<file path="config.mk">
export PLATFORM = sky130hd
export DESIGN_NAME = ddr_access_ctrl
export DESIGN_NICKNAME = d
export VERILOG_FILES = /design/src/rtl/ddr_access_pkg.sv /design/src/rtl/ddr_access_burst_split.sv /design/src/rtl/ddr_access_ctrl.sv
export SDC_FILE = /design/constraint.sdc
export NUM_CORES = 1
export LEC_CHECK = 0
export ABC_AREA = 0
export CAP_MARGIN = 30
export CORE_MARGIN = 2
export CORE_UTILIZATION = 25
export CTS_CLUSTER_SIZE = 12
export DETAILED_ROUTE_END_ITERATION = 12
export GPL_ROUTABILITY_DRIVEN = 0
export HOLD_SLACK_MARGIN = 0.1
export MAX_ROUTING_LAYER = met4
export PLACE_DENSITY = 0.47
export SLEW_MARGIN = 10
export SYNTH_ARGS = -nofsm -noshare
export SYNTH_HDL_FRONTEND = slang
export SYNTH_SLANG_ARGS = --single-unit
</file>
<file path="constraint.sdc">
create_clock -name i_ddr3_sclk -period 11.3 [get_ports i_ddr3_sclk]
set_input_delay 1.695 -clock i_ddr3_sclk [delete_from_list [all_inputs] [get_ports i_ddr3_sclk]]
set_output_delay 1.695 -clock i_ddr3_sclk [all_outputs]
set_load 0.005 [all_outputs]
</file>
<file path="src/rtl/ddr_access_pkg.sv">
`timescale 1ns/1ps
`default_nettype none
// ============================================================================
// ddr_access_pkg : command codes, FSM encoding and sizing helper for ddr_access
// Rev 1.0
// ============================================================================
package ddr_access_pkg;

    localparam logic [3:0] CMD_READ  = 4'b0001;
    localparam logic [3:0] CMD_WRITE = 4'b0010;

    typedef enum logic [2:0] {
        ST_IDLE  = 3'd0,
        ST_LATCH = 3'd1,
        ST_ACK   = 3'd2,
        ST_CMD   = 3'd3,
        ST_DATA  = 3'd4,
        ST_DONE  = 3'd5
    } state_e;

    function automatic int burst_cnt_width(input int max_burst);
        return $clog2(max_burst) + 1;
    endfunction

endpackage
`default_nettype wire

</file>
<file path="src/rtl/ddr_access_burst_split.sv">
`timescale 1ns/1ps
`default_nettype none
// ============================================================================
// ddr_access_burst_split : splits a beat count into commands of <= MAX_BURST
// Rev 1.0
// ============================================================================
module ddr_access_burst_split
    import ddr_access_pkg::*;
#(
    parameter int ADDR_W    = 27,
    parameter int LEN_W     = 12,
    parameter int MAX_BURST = 32,
    parameter int ADDR_STEP = 8
) (
    input  logic                                  i_ddr3_sclk,
    input  logic                                  i_rst_n,
    input  logic                                  i_load,
    input  logic [ADDR_W-1:0]                     i_addr,
    input  logic [LEN_W-1:0]                      i_len,
    input  logic                                  i_accept,
    output logic [ADDR_W-1:0]                     o_addr,
    output logic [burst_cnt_width(MAX_BURST)-1:0] o_burst_cnt,
    output logic                                  o_last
);

    localparam int              BCW     = burst_cnt_width(MAX_BURST);
    localparam logic [LEN_W-1:0] MAX_LEN = LEN_W'(MAX_BURST);

    logic [ADDR_W-1:0] addr_q, addr_d;
    logic [LEN_W-1:0]  rem_q, rem_d;
    logic [LEN_W-1:0]  w_burst;

    assign w_burst     = (rem_q > MAX_LEN) ? MAX_LEN : rem_q;
    assign o_burst_cnt = w_burst[BCW-1:0];
    assign o_addr      = addr_q;
    assign o_last      = (rem_q <= MAX_LEN);

    always_comb begin
        addr_d = addr_q;
        rem_d  = rem_q;
        if (i_load) begin
            addr_d = i_addr;
            rem_d  = i_len;
        end else if (i_accept) begin
            addr_d = addr_q + ADDR_W'(w_burst) * ADDR_W'(ADDR_STEP);
            rem_d  = rem_q - w_burst;
        end
    end

    always_ff @(posedge i_ddr3_sclk or negedge i_rst_n) begin
        if (!i_rst_n) begin
            addr_q <= '0;
            rem_q  <= '0;
        end else begin
            addr_q <= addr_d;
            rem_q  <= rem_d;
        end
    end

endmodule
`default_nettype wire

</file>
<file path="src/rtl/ddr_access_ctrl.sv">
`timescale 1ns/1ps
`default_nettype none
// ============================================================================
// ddr_access_ctrl : DDR3 request sequencer feeding the write/read buffer stage
// Rev 1.0
// ============================================================================
module ddr_access_ctrl
    import ddr_access_pkg::*;
#(
    parameter int ADDR_W    = 27,
    parameter int LEN_W     = 12,
    parameter int MAX_BURST = 32,
    parameter int ADDR_STEP = 8,
    parameter int RAM_AW    = 9
) (
    input  logic                                  i_ddr3_sclk,
    input  logic                                  i_rst_n,
    input  logic                                  i_init_done,
    input  logic                                  i_req,
    input  logic                                  i_req_wr_rdn,
    input  logic [ADDR_W-1:0]                     i_req_addr,
    input  logic [LEN_W-1:0]                      i_req_len,
    output logic                                  o_req_ack,
    output logic                                  o_ddr3_ack,
    output logic                                  o_ddr3_wr_rdn,
    output logic                                  o_ddr3_op_done,
    output logic [3:0]                            o_cmd,
    output logic                                  o_cmd_valid,
    input  logic                                  i_cmd_rdy,
    output logic [ADDR_W-1:0]                     o_cmd_addr,
    output logic [burst_cnt_width(MAX_BURST)-1:0] o_cmd_burst_cnt,
    input  logic                                  i_ddr3_wr_data_rdy,
    input  logic                                  i_ddr3_rd_data_vld,
    input  logic                                  i_ram_rd_en,
    input  logic                                  i_ram_wr_data_vld,
    output logic [RAM_AW-1:0]                     o_ram_rd_addr,
    output logic [RAM_AW-1:0]                     o_ram_wr_addr,
    output logic                                  o_busy,
    output logic                                  o_err_overrun
);

    state_e             state_q;
    logic               wr_rdn_q, ack_q, done_q, cmd_valid_q, busy_q, err_q;
    logic [3:0]         cmd_q;
    logic [LEN_W-1:0]   len_q, cnt_q, cnt_d;
    logic [RAM_AW-1:0]  ram_rd_addr_q, ram_wr_addr_q;

    logic w_sel_beat, w_counting, w_full, w_data_done;
    logic w_accept, w_load, w_split_last, w_overrun;

    assign w_sel_beat  = wr_rdn_q ? i_ddr3_wr_data_rdy : i_ddr3_rd_data_vld;
    assign w_counting  = (state_q == ST_CMD) || (state_q == ST_DATA);
    assign w_full      = (cnt_q == len_q);
    assign cnt_d       = (w_counting && w_sel_beat && !w_full) ? cnt_q + LEN_W'(1) : cnt_q;
    assign w_data_done = (cnt_d == len_q);
    assign w_accept    = cmd_valid_q && i_cmd_rdy;
    assign w_load      = (state_q == ST_IDLE) && i_req && i_init_done;

    // Any controller beat while idle, or a selected beat once the count is full.
    assign w_overrun = ((state_q == ST_IDLE) && (i_ddr3_wr_data_rdy || i_ddr3_rd_data_vld)) ||
                       ((w_counting || (state_q == ST_DONE)) && w_sel_beat && w_full);

    ddr_access_burst_split #(
        .ADDR_W    (ADDR_W),
        .LEN_W     (LEN_W),
        .MAX_BURST (MAX_BURST),
        .ADDR_STEP (ADDR_STEP)
    ) u_burst_split (
        .i_ddr3_sclk (i_ddr3_sclk),
        .i_rst_n     (i_rst_n),
        .i_load      (w_load),
        .i_addr      (i_req_addr),
        .i_len       (i_req_len),
        .i_accept    (w_accept),
        .o_addr      (o_cmd_addr),
        .o_burst_cnt (o_cmd_burst_cnt),
        .o_last      (w_split_last)
    );

    always_ff @(posedge i_ddr3_sclk or negedge i_rst_n) begin
        if (!i_rst_n) begin
            state_q       <= ST_IDLE;
            wr_rdn_q      <= 1'b0;
            ack_q         <= 1'b0;
            done_q        <= 1'b0;
            cmd_valid_q   <= 1'b0;
            busy_q        <= 1'b0;
            err_q         <= 1'b0;
            cmd_q         <= 4'd0;
            len_q         <= '0;
            cnt_q         <= '0;
            ram_rd_addr_q <= '0;
            ram_wr_addr_q <= '0;
        end else begin
            ack_q  <= 1'b0;
            done_q <= 1'b0;
            cnt_q  <= cnt_d;
            if (w_overrun) begin
                err_q <= 1'b1;
            end

            if (state_q == ST_LATCH) begin
                ram_rd_addr_q <= '0;
                ram_wr_addr_q <= '0;
            end else begin
                if (i_ram_rd_en) begin
                    ram_rd_addr_q <= ram_rd_addr_q + RAM_AW'(1);
                end
                if (i_ram_wr_data_vld) begin
                    ram_wr_addr_q <= ram_wr_addr_q + RAM_AW'(1);
                end
            end

            case (state_q)
                ST_IDLE: begin
                    if (w_load) begin
                        state_q  <= ST_LATCH;
                        wr_rdn_q <= i_req_wr_rdn;
                        len_q    <= i_req_len;
                        busy_q   <= 1'b1;
                    end
                end
                ST_LATCH: begin
                    state_q <= ST_ACK;
                    ack_q   <= 1'b1;
                    cnt_q   <= '0;
                end
                ST_ACK: begin
                    if (len_q == '0) begin
                        state_q <= ST_DONE;
                        done_q  <= 1'b1;
                    end else begin
                        state_q     <= ST_CMD;
                        cmd_valid_q <= 1'b1;
                        cmd_q       <= wr_rdn_q ? CMD_WRITE : CMD_READ;
                    end
                end
                ST_CMD: begin
                    // Completion waits for the last command even if data finished first.
                    if (w_accept && w_split_last) begin
                        cmd_valid_q <= 1'b0;
                        cmd_q       <= 4'd0;
                        if (w_data_done) begin
                            state_q <= ST_DONE;
                            done_q  <= 1'b1;
                        end else begin
                            state_q <= ST_DATA;
                        end
                    end
                end
                ST_DATA: begin
                    if (w_data_done) begin
                        state_q <= ST_DONE;
                        done_q  <= 1'b1;
                    end
                end
                ST_DONE: begin
                    state_q <= ST_IDLE;
                    busy_q  <= 1'b0;
                end
                default: begin
                    state_q <= ST_IDLE;
                end
            endcase
        end
    end

    assign o_req_ack      = ack_q;
    assign o_ddr3_ack     = ack_q;
    assign o_ddr3_wr_rdn  = wr_rdn_q;
    assign o_ddr3_op_done = done_q;
    assign o_cmd          = cmd_q;
    assign o_cmd_valid    = cmd_valid_q;
    assign o_ram_rd_addr  = ram_rd_addr_q;
    assign o_ram_wr_addr  = ram_wr_addr_q;
    assign o_busy         = busy_q;
    assign o_err_overrun  = err_q;

endmodule
`default_nettype wire

</file>
==> reports/summary.txt <==
Worst-Skew Late Latency = 0.35 ns
Drt first pass iters = 5
Max Cap Violations = 0
Int Power = 0.967 mW
Slew Limit Fails = 0
CP delay by family, top = simple AND/OR/NAND/NOR gates
CP max stage cell = or4_1
Post-CTS Hold Buffers = 0
Vias per std cell = 4.67
WL/cell = 14.6 µm
CTS buffer count = 9
Vias in the first global route = 4699
YS warnings = 0
Net Switching = 0.607 mW
Vias = 4617
Final Hold Fails = 0
Unique masters post-synth = 61
WP data required = 9.61 ns
Delay of the slowest cell on the worst path = 0.58 ns
H-tree Lvls = 3
CP endpoint kind = output pin
Fmax = 219 MHz
CP max FO = 10
Synthesized area = 5340 µm²
Starting DRC count in detailed routing = 162
Final wirelength = 14400 µm
Pin count of the biggest net entering global routing = 75
Critical path class = reg -> out
RSZ-0062 raised after global routing = false
P&R area growth vs syn = 31.1%
Compound-cell area share of the yosys netlist = 13.1%
Ys async rst share = 100%
Die area = 22500 µm²
Number of port buffers = 108
Clk_skew = 0.00779 ns
Switching share of power = 38.6%
Tot Pwr = 1.57 mW
First-pass GRT wire length = 23500 µm
Setup TNS = 0 ns
DP HPWL = 10400 µm
Die width = 150 µm
Antenna viol nets, final = 0
CTS sink count = 92
Starting Density = 25.4%
Ys flop type = dfrtp_1
Mean Syn Cell Area = 8.91 µm²
Critical path, cell by cell = or4_1 -> nor3_2 -> nand2b_1 -> nor2_1 -> clkdlybuf4s50_1
Drc violations = 0
Share of post-route cells with drive strength above 1 = 4.78%
Peak VDD IR = 0.0938 mV
Clock slew at reported path FFs = 0.06 ns
Post-CTS setup buffers = 0
Relative slew margins = 36.4%
Max clock buf depth = 2
Cts repair resizes = 0
Worst path arrival time = 2.87 ns
#FFs+latches synth = 92
PwrDens = 225 nW/µm²
XOR/XNOR Fraction of Synth Area = 10.7%
Worst path bufs/invs = 1
Mux cell area share after synthesis = 2.51%
Syn Inst Count = 599
GRT Residual Overflow = 0
Post-synth EDFFs = 0
IO Pins = 111
Adder-cell share of the synthesized area = 4.12%
Comb power frac = 43.1%
Static leakage = 2.91 nW
Sequential Power Share = 38.0%
Sequential fraction of the synthesis area = 43.1%
Initial antenna violation count = 2
Design Area, Final = 7000 µm²
Fin crit period = 4.56 ns
Worst Tran Pin Value = 0.952 ns
Placed cell area = 6710 µm²
Core area = 21000 µm²
Hold Path Class = reg -> reg
Rows = 53
Final setup viols = 0
CTS tree = yes
Status = finished, final reports clean
Die height = 150 µm
Clock share of power = 18.9%
Final Cycle Share = 40.4%
Main combinational cell family by area after synthesis = simple AND/OR/NAND/NOR gates
Fin nets = 772
Startpoint types = flop
Total global-route track usage = 13.6%
CTS root buf = clkbuf_16
Post-Synth Simple-Gate Area = 23.5%
[metrics by stage]
stage / hold WS, ns / util [%] / setup WS (ns) / std cells
6_report: 0.475 / 33.3 / 6.74 / 988
5_1_grt: 0.511 / 33.3 / 6.54 / 988
4_1_cts: 0.487 / 33.2 / 6.71 / 985
3_5_place_dp: 0.469 / 31.9 / 7.02 / 969
3_3_place_gp: 0.462 / 31.9 / 7.04 / 969
2_1_floorplan: 0.451 / - / 7.65 / 606
[sequential cells by signal, summed over array words and instances, names as in the netlist]
register	cells
o_busy	1
len_q	12
cnt_q	12
state_q	3
o_ddr3_ack	1
o_err_overrun	1
u_burst_split.rem_q	12
o_ram_wr_addr	9
u_burst_split.o_addr	27
o_ram_rd_addr	9
o_ddr3_op_done	1
o_ddr3_wr_rdn	1
o_cmd_valid	1
o_cmd	2
[cells in the final DEF, fill, tap and decap left out, types with 4 or more instances in the layout]
master and n:
a211oi_1 4, a21o_1 6, a21oi_1 28, a31oi_1 4
and3_1 12, buf_4 6, clkbuf_16 9, clkdlybuf4s50_1 107
conb_1 9, dfrtp_1 92, ha_1 16, inv_1 9
mux2i_1 10, nand2_1 109, nand2b_1 4, nand3_1 14
nand4_1 10, nor2_1 52, nor2b_1 4, nor3_1 16
nor4_1 9, o21ai_0 44, o31ai_1 5, or3_1 10
or4_1 5, xnor2_1 35, xor2_1 26
[cell usage after synthesis (5+ instances only)]
cell type  number  area, µm²
mux2i_1        10        100
nor3_1         16       80.1
inv_1           9       33.8
a21o_1          6       45.0
dfrtp_1        92       2300
clkbuf_1       11       41.3
nand2_1       109        409
or4_1           5       37.5
nor2_1         53        199
nor4_1          9       56.3
buf_1           5       18.8
nand4_1        10       62.6
o21ai_0        44        220
and3_1         13       81.3
xor2_1         26        228
or3_1          10       62.6
ha_1           16        200
xnor2_1        35        307
nand3_1        14       70.1
a21oi_1        28        140
o31ai_1         5       37.5
[cells by family after synthesis]
group,after synthesis
adders and majority gates,17
and+or+nand+nor,263
DFF,92
AOI/OAI and AO/OA,116
buffers and inverters,33
muxes,13
other,2
xor gates and xnor gates,63
[area by class of cell]
| class | count | area [µm²] |
|---|---|---|
| Clock buffer | 13 | 260 |
| Sequential cell | 92 | 2300 |
| Clock inverter | 3 | 21.3 |
| Multi-Input combinational cell | 481 | 2920 |
| Inverter | 9 | 33.8 |
| Timing Repair Buffer | 113 | 1120 |
| Tap cell | 275 | 344 |
| Antenna cell | 2 | 5.00 |
| Fill cell | 2187 | 14000 |
[worst register-to-register path, cell delays in order, from the launching register on]
cell and delay (ns):
dfrtp_1 0.41, or4_1 0.58, nor3_2 0.44, nand2b_1 0.31
nor2_1 0.24, ha_1 0.29, a21o_1 0.20, a2111o_1 0.45
a31o_2 0.27, a21oi_1 0.49, nor3_1 0.16, xnor2_1 0.17
o21ai_0 0.09
[final timing paths]
| path | startpoint | endpoint | slack [ns] | cells past startpoint |
|---|---|---|---|---|
| setup / recovery | u_burst_split.rem_q[7] | o_cmd_burst_cnt[2] | 6.74 | 5 |
| hold / removal | o_err_overrun | o_err_overrun | 0.48 | 1 |
| setup reg to reg | u_burst_split.rem_q[7] | u_burst_split.o_addr[26] | 7.07 | 12 |
| hold reg to reg | o_err_overrun | o_err_overrun | 0.48 | 1 |
| max in group asynchronous | i_rst_n | len_q[6] | 8.83 | 2 |
| min in group asynchronous | i_rst_n | o_ram_wr_addr[1] | 1.28 | 1 |
[power groups by stage]
stage	clock [mW]	combinational, mW	sequential [mW]
final	0.298	0.678	0.598
after global routing	0.321	0.762	0.620
after CTS	0.309	0.683	0.599
after detailed placement	0	0.679	0.602
after global placement	0	0.670	0.600
after floorplan	0	0.435	0.561
[per-layer routing]
layer	share of wire, %	GRT usage, %	routed length (µm)
met5	0	-	0
met4	1.2	3.11	174
met3	5.3	4.64	764
met2	47	21.7	6780
met1	47	16.7	6730
Power figures use the tool's default switching activity.
